File: config.mk
export PLATFORM = sky130hd
export DESIGN_NAME = mem_arbiter_flat
export DESIGN_NICKNAME = d
export VERILOG_FILES = /design/src/rtl/mem_arbiter_pkg.sv /design/src/rtl/mem_arbiter_if.sv /design/src/rtl/mem_arbiter_rr_arb2.sv /design/src/rtl/mem_arbiter.sv /design/src/flat_wrapper.sv
export SDC_FILE = /design/constraint.sdc
export NUM_CORES = 1
export LEC_CHECK = 0
export CORE_MARGIN = 2
export CORE_UTILIZATION = 28
export CTS_BUF_LIST = sky130_fd_sc_hd__clkbuf_8
export CTS_CLUSTER_SIZE = 10
export DETAILED_ROUTE_END_ITERATION = 6
export DONT_BUFFER_PORTS = 1
export HOLD_SLACK_MARGIN = 0.02
export PLACE_DENSITY = 0.51
export SYNTH_ARGS = -nofsm -noshare
export SYNTH_HDL_FRONTEND = slang
export SYNTH_SLANG_ARGS = --single-unit
File: constraint.sdc
create_clock -name clk -period 2.3 [get_ports clk]
set_clock_uncertainty 0.2 [all_clocks]
set_input_delay 0.345 -clock clk [delete_from_list [all_inputs] [get_ports clk]]
set_output_delay 0.345 -clock clk [all_outputs]
set_load 0.02 [all_outputs]
File: src/rtl/mem_arbiter_pkg.sv
// Shared constants and types for the data-memory port arbiter.
// Width codes follow RISC-V funct3 for loads and stores.
package mem_arbiter_pkg;

    localparam logic [2:0] LD_BS = 3'b000;
    localparam logic [2:0] LD_HS = 3'b001;
    localparam logic [2:0] LD_W  = 3'b010;
    localparam logic [2:0] LD_BU = 3'b100;
    localparam logic [2:0] LD_HU = 3'b101;

    localparam logic [2:0] ST_B = 3'b000;
    localparam logic [2:0] ST_H = 3'b001;
    localparam logic [2:0] ST_W = 3'b010;

    localparam logic OWN_IFU = 1'b0;
    localparam logic OWN_LSU = 1'b1;

    typedef enum logic [1:0] {
        IDLE = 2'd0,
        REQ  = 2'd1,
        WAIT = 2'd2
    } state_t;

    typedef struct packed {
        logic        owner;
        logic        wen;
        logic [2:0]  func;
        logic [31:0] addr;
        logic [31:0] wdata;
    } req_t;

endpackage

File: src/rtl/mem_arbiter_if.sv
// Bundle of requester and memory-side signals around the arbiter.
// slave = arbiter view, master = requesters/memory view.
interface mem_arbiter_if;
    logic        ifu_req_valid;
    logic        ifu_req_ready;
    logic [31:0] ifu_addr;
    logic        ifu_resp_valid;
    logic [31:0] ifu_rdata;

    logic        lsu_req_valid;
    logic        lsu_req_ready;
    logic        lsu_wen;
    logic [2:0]  lsu_func;
    logic [31:0] lsu_addr;
    logic [31:0] lsu_wdata;
    logic        lsu_resp_valid;
    logic [31:0] lsu_rdata;

    logic        mem_req_valid;
    logic        mem_req_ready;
    logic        mem_wen;
    logic [2:0]  mem_func;
    logic [31:0] mem_addr;
    logic [31:0] mem_wdata;
    logic        mem_resp_valid;
    logic [31:0] mem_rdata;

    logic        err;

    modport slave (
        input  ifu_req_valid, ifu_addr,
        input  lsu_req_valid, lsu_wen, lsu_func,
        input  lsu_addr, lsu_wdata,
        input  mem_req_ready, mem_resp_valid, mem_rdata,
        output ifu_req_ready, ifu_resp_valid, ifu_rdata,
        output lsu_req_ready, lsu_resp_valid, lsu_rdata,
        output mem_req_valid, mem_wen, mem_func,
        output mem_addr, mem_wdata, err
    );

    modport master (
        output ifu_req_valid, ifu_addr,
        output lsu_req_valid, lsu_wen, lsu_func,
        output lsu_addr, lsu_wdata,
        output mem_req_ready, mem_resp_valid, mem_rdata,
        input  ifu_req_ready, ifu_resp_valid, ifu_rdata,
        input  lsu_req_ready, lsu_resp_valid, lsu_rdata,
        input  mem_req_valid, mem_wen, mem_func,
        input  mem_addr, mem_wdata, err
    );
endinterface

File: src/rtl/mem_arbiter_rr_arb2.sv
// Two-way round-robin grant; on contention the side that did
// not win the previous acceptance gets the grant.
module rr_arb2
    import mem_arbiter_pkg::*;
(
    input  logic clk,
    input  logic rstn,
    input  logic req_ifu,
    input  logic req_lsu,
    input  logic accept,
    output logic gnt_ifu,
    output logic gnt_lsu
);

    logic last;

    always_comb begin
        gnt_ifu = 1'b0;
        gnt_lsu = 1'b0;
        unique case (1'b1)
            (req_ifu && req_lsu): begin
                gnt_lsu = (last == OWN_IFU);
                gnt_ifu = (last == OWN_LSU);
            end
            (req_ifu && !req_lsu): gnt_ifu = 1'b1;
            (!req_ifu && req_lsu): gnt_lsu = 1'b1;
            default: ;
        endcase
    end

    always_ff @(posedge clk or negedge rstn) begin
        if (!rstn) begin
            last <= OWN_IFU;
        end else if (accept) begin
            last <= gnt_lsu ? OWN_LSU : OWN_IFU;
        end
    end

endmodule

File: src/rtl/mem_arbiter.sv
// Shares one data-memory port between IFU and LSU, one
// transaction in flight, with a response watchdog.
module mem_arbiter
    import mem_arbiter_pkg::*;
#(
    parameter int TIMEOUT_CYCLES = 1024,
    parameter int CNT_W          = 10
) (
    input logic          clk,
    input logic          rstn,
    mem_arbiter_if.slave bus
);

    state_t           state;
    req_t             lat;
    logic [CNT_W-1:0] cnt;
    logic             err_q;

    logic gnt_ifu, gnt_lsu;
    logic idle, in_req, in_wait;
    logic acc_ifu, acc_lsu, accept;
    logic hit, tmo, done;
    logic [31:0] rdata;

    assign idle    = (state == IDLE);
    assign in_req  = (state == REQ);
    assign in_wait = (state == WAIT);

    rr_arb2 u_arb (
        .clk     (clk),
        .rstn    (rstn),
        .req_ifu (bus.ifu_req_valid),
        .req_lsu (bus.lsu_req_valid),
        .accept  (accept),
        .gnt_ifu (gnt_ifu),
        .gnt_lsu (gnt_lsu)
    );

    // Ready is masked by rstn so nothing is offered while held in reset.
    assign bus.ifu_req_ready = rstn && idle && gnt_ifu;
    assign bus.lsu_req_ready = rstn && idle && gnt_lsu;

    assign acc_ifu = bus.ifu_req_valid && bus.ifu_req_ready;
    assign acc_lsu = bus.lsu_req_valid && bus.lsu_req_ready;
    assign accept  = acc_ifu || acc_lsu;

    assign hit  = in_wait && bus.mem_resp_valid;
    assign tmo  = in_wait && !bus.mem_resp_valid &&
                  (cnt == CNT_W'(TIMEOUT_CYCLES - 1));
    assign done = hit || tmo;

    assign rdata = hit ? bus.mem_rdata : 32'h0;

    assign bus.ifu_resp_valid = done && (lat.owner == OWN_IFU);
    assign bus.lsu_resp_valid = done && (lat.owner == OWN_LSU);
    assign bus.ifu_rdata = bus.ifu_resp_valid ? rdata : 32'h0;
    assign bus.lsu_rdata = bus.lsu_resp_valid ? rdata : 32'h0;

    assign bus.mem_req_valid = in_req;
    assign bus.mem_wen   = in_req && lat.wen;
    assign bus.mem_func  = in_req ? lat.func  : 3'h0;
    assign bus.mem_addr  = in_req ? lat.addr  : 32'h0;
    assign bus.mem_wdata = in_req ? lat.wdata : 32'h0;

    assign bus.err = err_q;

    always_ff @(posedge clk or negedge rstn) begin
        if (!rstn) begin
            state <= IDLE;
            lat   <= '0;
            cnt   <= '0;
            err_q <= 1'b0;
        end else begin
            unique case (state)
                IDLE: begin
                    if (acc_lsu) begin
                        lat.owner <= OWN_LSU;
                        lat.wen   <= bus.lsu_wen;
                        lat.func  <= bus.lsu_func;
                        lat.addr  <= bus.lsu_addr;
                        lat.wdata <= bus.lsu_wdata;
                        state     <= REQ;
                    end else if (acc_ifu) begin
                        lat.owner <= OWN_IFU;
                        lat.wen   <= 1'b0;
                        lat.func  <= LD_W;
                        lat.addr  <= bus.ifu_addr;
                        lat.wdata <= 32'h0;
                        state     <= REQ;
                    end
                end
                REQ: begin
                    if (bus.mem_req_ready) begin
                        cnt   <= '0;
                        state <= WAIT;
                    end
                end
                WAIT: begin
                    cnt <= cnt + CNT_W'(1);
                    if (tmo) err_q <= 1'b1;
                    if (done) state <= IDLE;
                end
                default: state <= IDLE;
            endcase
        end
    end

endmodule
File: src/flat_wrapper.sv
// flat-port wrapper written by rule: the top's interface ports become plain ports
module mem_arbiter_flat import mem_arbiter_pkg::*;
#(
    parameter int TIMEOUT_CYCLES = 1024,
    parameter int CNT_W          = 10
)
  (clk, rstn, bus_ifu_req_valid, bus_ifu_addr, bus_lsu_req_valid, bus_lsu_wen, bus_lsu_func, bus_lsu_addr, bus_lsu_wdata, bus_mem_req_ready, bus_mem_resp_valid, bus_mem_rdata, bus_ifu_req_ready, bus_ifu_resp_valid, bus_ifu_rdata, bus_lsu_req_ready, bus_lsu_resp_valid, bus_lsu_rdata, bus_mem_req_valid, bus_mem_wen, bus_mem_func, bus_mem_addr, bus_mem_wdata, bus_err);
  mem_arbiter_if bus_i ();
  input logic clk;
  input logic rstn;
  input wire logic [$bits(bus_i.ifu_req_valid)-1:0] bus_ifu_req_valid;
  input wire logic [$bits(bus_i.ifu_addr)-1:0] bus_ifu_addr;
  input wire logic [$bits(bus_i.lsu_req_valid)-1:0] bus_lsu_req_valid;
  input wire logic [$bits(bus_i.lsu_wen)-1:0] bus_lsu_wen;
  input wire logic [$bits(bus_i.lsu_func)-1:0] bus_lsu_func;
  input wire logic [$bits(bus_i.lsu_addr)-1:0] bus_lsu_addr;
  input wire logic [$bits(bus_i.lsu_wdata)-1:0] bus_lsu_wdata;
  input wire logic [$bits(bus_i.mem_req_ready)-1:0] bus_mem_req_ready;
  input wire logic [$bits(bus_i.mem_resp_valid)-1:0] bus_mem_resp_valid;
  input wire logic [$bits(bus_i.mem_rdata)-1:0] bus_mem_rdata;
  output wire logic [$bits(bus_i.ifu_req_ready)-1:0] bus_ifu_req_ready;
  output wire logic [$bits(bus_i.ifu_resp_valid)-1:0] bus_ifu_resp_valid;
  output wire logic [$bits(bus_i.ifu_rdata)-1:0] bus_ifu_rdata;
  output wire logic [$bits(bus_i.lsu_req_ready)-1:0] bus_lsu_req_ready;
  output wire logic [$bits(bus_i.lsu_resp_valid)-1:0] bus_lsu_resp_valid;
  output wire logic [$bits(bus_i.lsu_rdata)-1:0] bus_lsu_rdata;
  output wire logic [$bits(bus_i.mem_req_valid)-1:0] bus_mem_req_valid;
  output wire logic [$bits(bus_i.mem_wen)-1:0] bus_mem_wen;
  output wire logic [$bits(bus_i.mem_func)-1:0] bus_mem_func;
  output wire logic [$bits(bus_i.mem_addr)-1:0] bus_mem_addr;
  output wire logic [$bits(bus_i.mem_wdata)-1:0] bus_mem_wdata;
  output wire logic [$bits(bus_i.err)-1:0] bus_err;
  assign bus_i.ifu_req_valid = bus_ifu_req_valid;
  assign bus_i.ifu_addr = bus_ifu_addr;
  assign bus_i.lsu_req_valid = bus_lsu_req_valid;
  assign bus_i.lsu_wen = bus_lsu_wen;
  assign bus_i.lsu_func = bus_lsu_func;
  assign bus_i.lsu_addr = bus_lsu_addr;
  assign bus_i.lsu_wdata = bus_lsu_wdata;
  assign bus_i.mem_req_ready = bus_mem_req_ready;
  assign bus_i.mem_resp_valid = bus_mem_resp_valid;
  assign bus_i.mem_rdata = bus_mem_rdata;
  assign bus_ifu_req_ready = bus_i.ifu_req_ready;
  assign bus_ifu_resp_valid = bus_i.ifu_resp_valid;
  assign bus_ifu_rdata = bus_i.ifu_rdata;
  assign bus_lsu_req_ready = bus_i.lsu_req_ready;
  assign bus_lsu_resp_valid = bus_i.lsu_resp_valid;
  assign bus_lsu_rdata = bus_i.lsu_rdata;
  assign bus_mem_req_valid = bus_i.mem_req_valid;
  assign bus_mem_wen = bus_i.mem_wen;
  assign bus_mem_func = bus_i.mem_func;
  assign bus_mem_addr = bus_i.mem_addr;
  assign bus_mem_wdata = bus_i.mem_wdata;
  assign bus_err = bus_i.err;
  mem_arbiter #(.TIMEOUT_CYCLES(TIMEOUT_CYCLES), .CNT_W(CNT_W)) u_core (.clk(clk), .rstn(rstn), .bus(bus_i));
endmodule
==> results of run 1 <==
state kept, by name, summed over array words and instances, names as in the netlist:
register,cells
u_core.lat,69
u_core.cnt,10
u_core.state,2
u_core.bus.err,1
u_core.u_arb.last,1
timing repair:
item | CTS | global route
resized for setup | 68 | 33
hold endpoints to repair | 157 | 83
cloned | 1 | 0
endpoints found under the setup margin | 103 | 98
pin swaps | 1 | 1
setup buffers | 3 | 1
metrics by stage:
| step | std cells | utilization |
|---|---|---|
| final | 825 | 0.386 |
| after global placement | 701 | 0.300 |
| after detailed placement | 701 | 0.300 |
| after floorplan | 505 | - |
| after CTS | 824 | 0.382 |
| after global routing | 825 | 0.386 |
cell usage in the layout (no fill, tap or decap), types with 4 or more instances in the layout:
cell                            instances
sky130_fd_sc_hd__and2_2                90
sky130_fd_sc_hd__buf_4                 26
sky130_fd_sc_hd__a31oi_1               32
sky130_fd_sc_hd__nand2b_1               4
sky130_fd_sc_hd__a22o_1                35
sky130_fd_sc_hd__nand2_1                9
sky130_fd_sc_hd__dlygate4sd3_1        103
sky130_fd_sc_hd__clkbuf_8               9
sky130_fd_sc_hd__o21ai_0               34
sky130_fd_sc_hd__o21bai_1               4
sky130_fd_sc_hd__dfrtp_1               83
sky130_fd_sc_hd__a21o_1                 4
sky130_fd_sc_hd__a21oi_1               34
sky130_fd_sc_hd__and2_1                42
sky130_fd_sc_hd__nand3_1               36
sky130_fd_sc_hd__nand4_1                4
critical path, cell delays in order (launching register included):
cell,delay [ns]
sky130_fd_sc_hd__dfrtp_1,0.37
sky130_fd_sc_hd__ha_1,0.17
sky130_fd_sc_hd__and4b_1,0.22
sky130_fd_sc_hd__or4b_4,0.49
sky130_fd_sc_hd__o21bai_1,0.14
sky130_fd_sc_hd__buf_4,0.16
routing by layer:
layer / routed length, um / global-route usage
met1: 6310 / 0.207
met2: 7370 / 0.268
met3: 963 / 0.0456
met4: 257 / 0.0556
met5: 0 / 0
logic make-up (layout without fill, tap and decap cells):
group	count (synthesis)	in the layout	share of synthesized area
multiplexers	2	2	0.00458
adder cells (fa/ha/maj)	1	1	0.00269
buffers and inverters	54	154	0.0541
AND/OR/NAND/NOR	207	207	0.269
flip-flops	83	83	0.447
AO/OA/AOI/OAI	158	158	0.223
worst min path at each step:
stage / from / end / slack [ns] / depth (start not counted)
6_report: rstn / u_core.lat[3] / -0.54 / 0
5_1_grt: rstn / u_core.lat[0] / -0.59 / 0
4_1_cts: rstn / u_core.lat[30] / -0.57 / 0
3_5_place_dp: rstn / u_core.lat[8] / -0.15 / 0
3_3_place_gp: rstn / u_core.lat[11] / -0.15 / 0
2_1_floorplan: rstn / u_core.bus.err / -0.15 / 0
final cells by class:
| cell class | instances | area [um2] |
|---|---|---|
| Tap cell | 220 | 275 |
| Timing Repair Buffer | 135 | 1340 |
| Multi-Input combinational cell | 368 | 2460 |
| Fill cell | 1553 | 10100 |
| Sequential cell | 83 | 2080 |
| Clock inverter | 7 | 50.0 |
| Inverter | 3 | 11.3 |
| Clock buffer | 9 | 124 |
power by group through the flow:
stage	combinational, mW	sequential, mW	clock [mW]
after floorplan	2.12	2.32	0
after global placement	2.55	2.41	0
after detailed placement	2.60	2.42	0
after CTS	2.83	2.39	1.03
after global routing	3.13	2.49	1.08
final	2.89	2.42	0.967
synth_stat cells (2+ instances only):
| cell type | number |
|---|---|
| sky130_fd_sc_hd__and2_1 | 133 |
| sky130_fd_sc_hd__dfrtp_1 | 83 |
| sky130_fd_sc_hd__nand3_1 | 37 |
| sky130_fd_sc_hd__a22o_1 | 35 |
| sky130_fd_sc_hd__a21oi_1 | 34 |
| sky130_fd_sc_hd__clkbuf_1 | 34 |
| sky130_fd_sc_hd__o21ai_0 | 34 |
| sky130_fd_sc_hd__a31oi_1 | 32 |
| sky130_fd_sc_hd__buf_2 | 12 |
| sky130_fd_sc_hd__nand2_1 | 9 |
| sky130_fd_sc_hd__a21o_1 | 4 |
| sky130_fd_sc_hd__buf_6 | 4 |
| sky130_fd_sc_hd__nand2b_1 | 4 |
| sky130_fd_sc_hd__nand4_1 | 4 |
| sky130_fd_sc_hd__o21bai_1 | 4 |
| sky130_fd_sc_hd__a21boi_0 | 3 |
| sky130_fd_sc_hd__inv_1 | 3 |
| sky130_fd_sc_hd__nor2b_1 | 3 |
| sky130_fd_sc_hd__nor3_1 | 3 |
| sky130_fd_sc_hd__a2bb2oi_1 | 2 |
| sky130_fd_sc_hd__and3_1 | 2 |
| sky130_fd_sc_hd__nor4_1 | 2 |
| sky130_fd_sc_hd__or4_1 | 2 |
==> out/results.md, run 1 <==
• 0.572 — worst-case headroom to the max-slew limit
• 9.20 um2 — post-synthesis area per instance
• 0.174 ns — setup slack at placement
• 989 nW/um2 — power density normalized to cell area
• 0 — Post-synth EDFFs
• 36.5% — area growth from synthesis to layout
• 229 — drt initial violations
• 14900 um — wire length after detailed routing
• 1.07 — Final Cycle Share
• output pin — endpoint class of the critical path
• sky130_fd_sc_hd__dfrtp_1 — prevailing post-synth register cell
• -0.301 ns — Sum Neg Setup Slack
• u_core.cnt[0] — timing startpoint of the critical path
• 0.09 ns — CTS clk-pin slew, worst paths
• 5 — total iterations of the first detailed-routing run
• register — category of the worst setup path launch point
• sky130_fd_sc_hd__dfrtp_1 — Synth area leader
• 2 — Clock Path Buffers
• 3.58 mW — Cell Int Power
• 133 um — horizontal extent of the die
• 47 — number of cell rows
• yes — setup repair after global routing missed its margin
• 0.447 — area fraction of the dominant cell type after synthesis
• 2 — final setup violating endpoints
• 86 — largest net degree at the start of global routing
• 0.385 — Sequential Power Share
• 83 — Num Clock Sinks
• 0 — post-detailed-route DRC marker count
• sky130_fd_sc_hd__dfrtp_1 (45%), sky130_fd_sc_hd__and2_1 (18%), sky130_fd_sc_hd__a22o_1 (6.6%) — top cells by area in the synthesized netlist
• u_core.u_arb.last — RR Startpoint
• bus_lsu_resp_valid — CP endpoint
• finished, violations left — result of the run
• 83 — flip-flop and latch count after synthesis
• 1.00 — share of async-settable or async-resettable flops after synthesis
• 0.461 — Comb pwr share
• 408 MHz — maximum clock rate
• sky130_fd_sc_hd__clkbuf_8 — root cell of the clock tree
• 18.1 um — average detailed-routed wire length per instance
• 9050 um — estimated wirelength of the detail-placed design
• 4291 — routed vias
• yes — CTS tree
• 0 — number of maximum-capacitance violations
• 0.429 — net switching share of the total power
• 2.66 nW — Leakage
• 0 — initial antenna violation count
• 45 — count of unique library cells instantiated by Yosys
• register to output pin — path type of the worst setup path
• 0 — final max-slew violation count
• 2.69 mW — Net Switching
• 0.447 — proportion of synthesized chip area in sequential cells
• 9 — Inserted Clock Buffers
• 0.764 — placer's final routability congestion estimate
• 0 — total grt overflow
• 16400 um2 — area of the placeable core
• 0.23 ns — Register-to-Register Setup Slack
• 2.45 ns — post-layout min period
• 1.91 ns — data arrival time at the worst-slack endpoint
• -0.151 ns — final worst slack
• 0.163 — Global Route Usage Sum
• negative hold slack, negative setup slack — failing checks
• 0.37 ns — worst-skew pair later-pin latency
• input pin to asynchronous set/reset pin — path type of the worst min-delay path
• 739 — nets
• 644 — synthesized net count
• 4640 um2 — cell area after technology mapping
• 1.75 ns — endpoint required time on the critical path
• 133 um — y dimension of the die
• 0.283 — starting density of the core
• 17600 um2 — die footprint
• 0.704 mV — IR drop worst, VDD
• 0 — number of port buffers
• 5 — number of cells on the worst reg-to-reg path
• 103 — count of hold buffers inserted by post-cts repair
• 4236 — via count of the first global-routing pass
• 0.642 ns — transition at the pin with the smallest max-transition slack
• 4920 um2 — placed standard-cell area
• 22700 um — first-pass GRT wire length
• 276 — IO Count
• 0 — remaining antenna violation count
• 5.20 — via-per-instance ratio
• 0 — number of antenna cells inserted
• 0.251 — share of final-layout standard cells stronger than drive strength 1
• -0.543 ns — worst hold slack after final layout
• 3 — Crit Path Max Fanout
• 6.27 mW — overall power
• 0 — Yosys warning count
• 83 — hold violation total from the final report
• 3 — number of H-tree levels
• 6340 um2 — final non-filler cell area
• 505 — Gate Count Post-Synth
• 0.154 — clock network fraction of design power
• u_core.lat[20] — capture instance of the worst register-to-register path
No activity file was read; power rests on OpenSTA's default activity.
==> run 2, diff against run 1 <==
--- a/config.mk
+++ b/config.mk
@@ -12,7 +12,6 @@
 export DETAILED_ROUTE_END_ITERATION = 6
 export DONT_BUFFER_PORTS = 1
 export HOLD_SLACK_MARGIN = 0.02
-export PLACE_DENSITY = 0.51
 export SYNTH_ARGS = -nofsm -noshare
 export SYNTH_HDL_FRONTEND = slang
 export SYNTH_SLANG_ARGS = --single-unit
==> run 2 against run 1 <==
The run still ends with negative hold slack, negative setup slack left. First-iteration DRC count grew 69%. Core utilization grew 1.6 points. Non-clock buffer count grew 6. Combinational power grew 20%. Hold slack gained 0.012 ns. Setup slack lost 0.012 ns. Via count grew 4.0%. Die area is the same. Design area grew 4.2%. Sequential power grew 2%. Fmax shrank 0.48%. Critical endpoint is now bus_ifu_resp_valid. Highest routed layer unchanged.
==> out/results.md, run 2 (synthesis gave the netlist of run 1 again) <==
• finished, violations left — result of the run
• 9 — Inserted Clock Buffers, unchanged
• negative hold slack, negative setup slack — failing checks
• 5.38 — via-per-instance ratio, +3.4%
• simple AND/OR/NAND/NOR gates — Crit path max-delay family
• 0.35 ns — worst-skew pair later-pin latency, -0.02 ns
• 17600 um2 — die footprint, unchanged
• sky130_fd_sc_hd__clkbuf_8 — root cell of the clock tree
• -0.163 ns — final worst slack, -0.0119 ns
• ha_2, and4b_1, or4b_4, o21bai_1, buf_4 — critical-path cell list
• 2080 um2 — register cell area after layout, unchanged
• 1524 — Filler Cells Inserted, -1.9%
• output pin — endpoint class of the critical path
• 387 — drt initial violations, +69%
• u_core.lat — Reg with most FFs
• 745 — nets, +0.81%
• 9250 um — estimated wirelength of the detail-placed design, +2.3%
• 0.412 ns — transition at the pin with the smallest max-transition slack, -0.231 ns
• 5 — total iterations of the first detailed-routing run, unchanged
• 16400 um2 — area of the placeable core, unchanged
• 86 — largest net degree at the start of global routing, unchanged
• 16400 um — wire length after detailed routing, +9.8%
• 0 — initial antenna violation count, unchanged
• sky130_fd_sc_hd__dlygate4sd3_1 (103), sky130_fd_sc_hd__dfrtp_1 (83), sky130_fd_sc_hd__and2_4 (58) — commonest non-fill, non-tap cells in the layout
• 47 — number of cell rows, unchanged
• 103 — count of hold buffers inserted by post-cts repair, unchanged
• 1040 nW/um2 — power density normalized to cell area, +5.5%
• 0.796 — placer's final routability congestion estimate, +4.2%
• 24300 um — first-pass GRT wire length, +7.1%
• 3 — Crit Path Max Fanout, unchanged
• 0 — post-detailed-route DRC marker count, unchanged
• 0 — number of port buffers, unchanged
• register to output pin — path type of the worst setup path
• 1 — worst path bufs/invs, unchanged
• 406 MHz — maximum clock rate, -0.48%
• sky130_fd_sc_hd__or4b_4 — Critical Path Slowest Stage Cell
• 6610 um2 — final non-filler cell area, +4.2%
• 2 — Clock Path Buffers, unchanged
• 1.92 ns — data arrival time at the worst-slack endpoint, about the same
• 4880 um2 — placed standard-cell area, -0.71%
• yes — setup repair after global routing missed its margin
• 0 — remaining antenna violation count, unchanged
• 0 — number of maximum-capacitance violations, unchanged
• 0 — final max-slew violation count, unchanged
• 276 — IO Count, unchanged
• 0.590 mV — IR drop worst, VDD, -16%
• 0.289 — share of final-layout standard cells stronger than drive strength 1, +0.0373
• 83 — hold violation total from the final report, unchanged
• 3 — number of H-tree levels, unchanged
• 133 um — y dimension of the die, unchanged
• register — category of the worst setup path launch point
• 0 — number of antenna cells inserted, unchanged
• input pin to asynchronous set/reset pin — path type of the worst min-delay path
• 0.283 — starting density of the core, unchanged
• 2 — final setup violating endpoints, unchanged
• 2.46 ns — post-layout min period, +0.0119 ns
• 69 — max reg flops, unchanged
• 0.175 — Global Route Usage Sum, +0.0115
• 0 — total grt overflow, unchanged
• 2.80 nW — Leakage, +5.0%
• yes — CTS tree
• u_core.lat x69, u_core.cnt x10, u_core.state x2 — registers with the highest flip-flop counts
• 4543 — via count of the first global-routing pass, +7.2%
• 0.10 ns — CTS clk-pin slew, worst paths, about the same
• sky130_fd_sc_hd__dlygate4sd3_1 — most common library cell in the layout ignoring fill and taps
• 0.723 — worst-case headroom to the max-slew limit, +0.151
• 4462 — routed vias, +4.0%
• 19.7 um — average detailed-routed wire length per instance, +9.1%
• -0.532 ns — worst hold slack after final layout, +0.0119 ns
• 133 um — horizontal extent of the die, unchanged
• 42.2% — area growth from synthesis to layout
• 0.48 ns — Crit path largest cell delay, about the same
• 83 — Num Clock Sinks, unchanged
• 2560 um2 — area taken by multi-input logic gates, +4.0%
• 1.75 ns — endpoint required time on the critical path, about the same
• 1.07 — Final Cycle Share, +0.00518
[run 2: report_power, final]
| part | internal [mW] | switching (mW) | leakage (nW) |
|---|---|---|---|
| registers | 2.07 | 0.388 | 1.02 |
| logic | 1.54 | 1.93 | 1.69 |
| clock network | 0.444 | 0.526 | 0.0912 |
[run 2: repair_timing]
action                                 CTS  global route
pin swaps                                2             3
setup endpoints to repair              135           135
gates cloned                             2             5
setup buffers                            7             6
endpoints found under the hold margin  157            83
gates resized for setup                175            13
[run 2: cell type report]
cell class / instances / share of cell area
multi-input combinational: 368 / 0.387
sequential: 83 / 0.314
timing repair buffer: 141 / 0.228
tap: 220 / 0.0417
clock buffer: 11 / 0.0229
clock inverter: 4 / 0.00398
inverter: 3 / 0.00170
[run 2: through the flow]
step / utilization / setup TNS (ns) / power [mW] / setup WS (ns) / std cells
6_report: 0.403 / -0.316 / 6.89 / -0.163 / 830
2_1_floorplan: - / 0 / 4.44 / 0.0712 / 505
5_1_grt: 0.403 / -0.678 / 7.31 / -0.262 / 830
3_5_place_dp: 0.298 / 0 / 4.99 / 0.139 / 693
4_1_cts: 0.394 / -1.10 / 6.67 / -0.157 / 820
3_3_place_gp: 0.298 / 0 / 4.92 / 0.169 / 693
[run 2: worst paths after layout]
path                              startpoint            endpoint  slack, ns  depth (start not counted)
setup / recovery               u_core.cnt[0]  bus_ifu_resp_valid      -0.16                          5
max in group asynchronous               rstn      u_core.lat[26]       2.25                          0
min in group clk           bus_lsu_req_valid      u_core.lat[68]       0.11                          3
setup reg to reg             u_core.state[0]      u_core.lat[67]       0.27                          6
hold reg to reg                u_core.cnt[9]       u_core.cnt[9]       0.28                          1
hold / removal                          rstn      u_core.lat[34]      -0.53                          0
[run 2: metal layers]
metal,routed length (um),global-route usage,vias to the layer above
met5,0,0,-
met4,453,0.0705,0
met3,1150,0.0529,44
met2,7990,0.290,259
met1,6760,0.212,2171
li1,-,-,1988
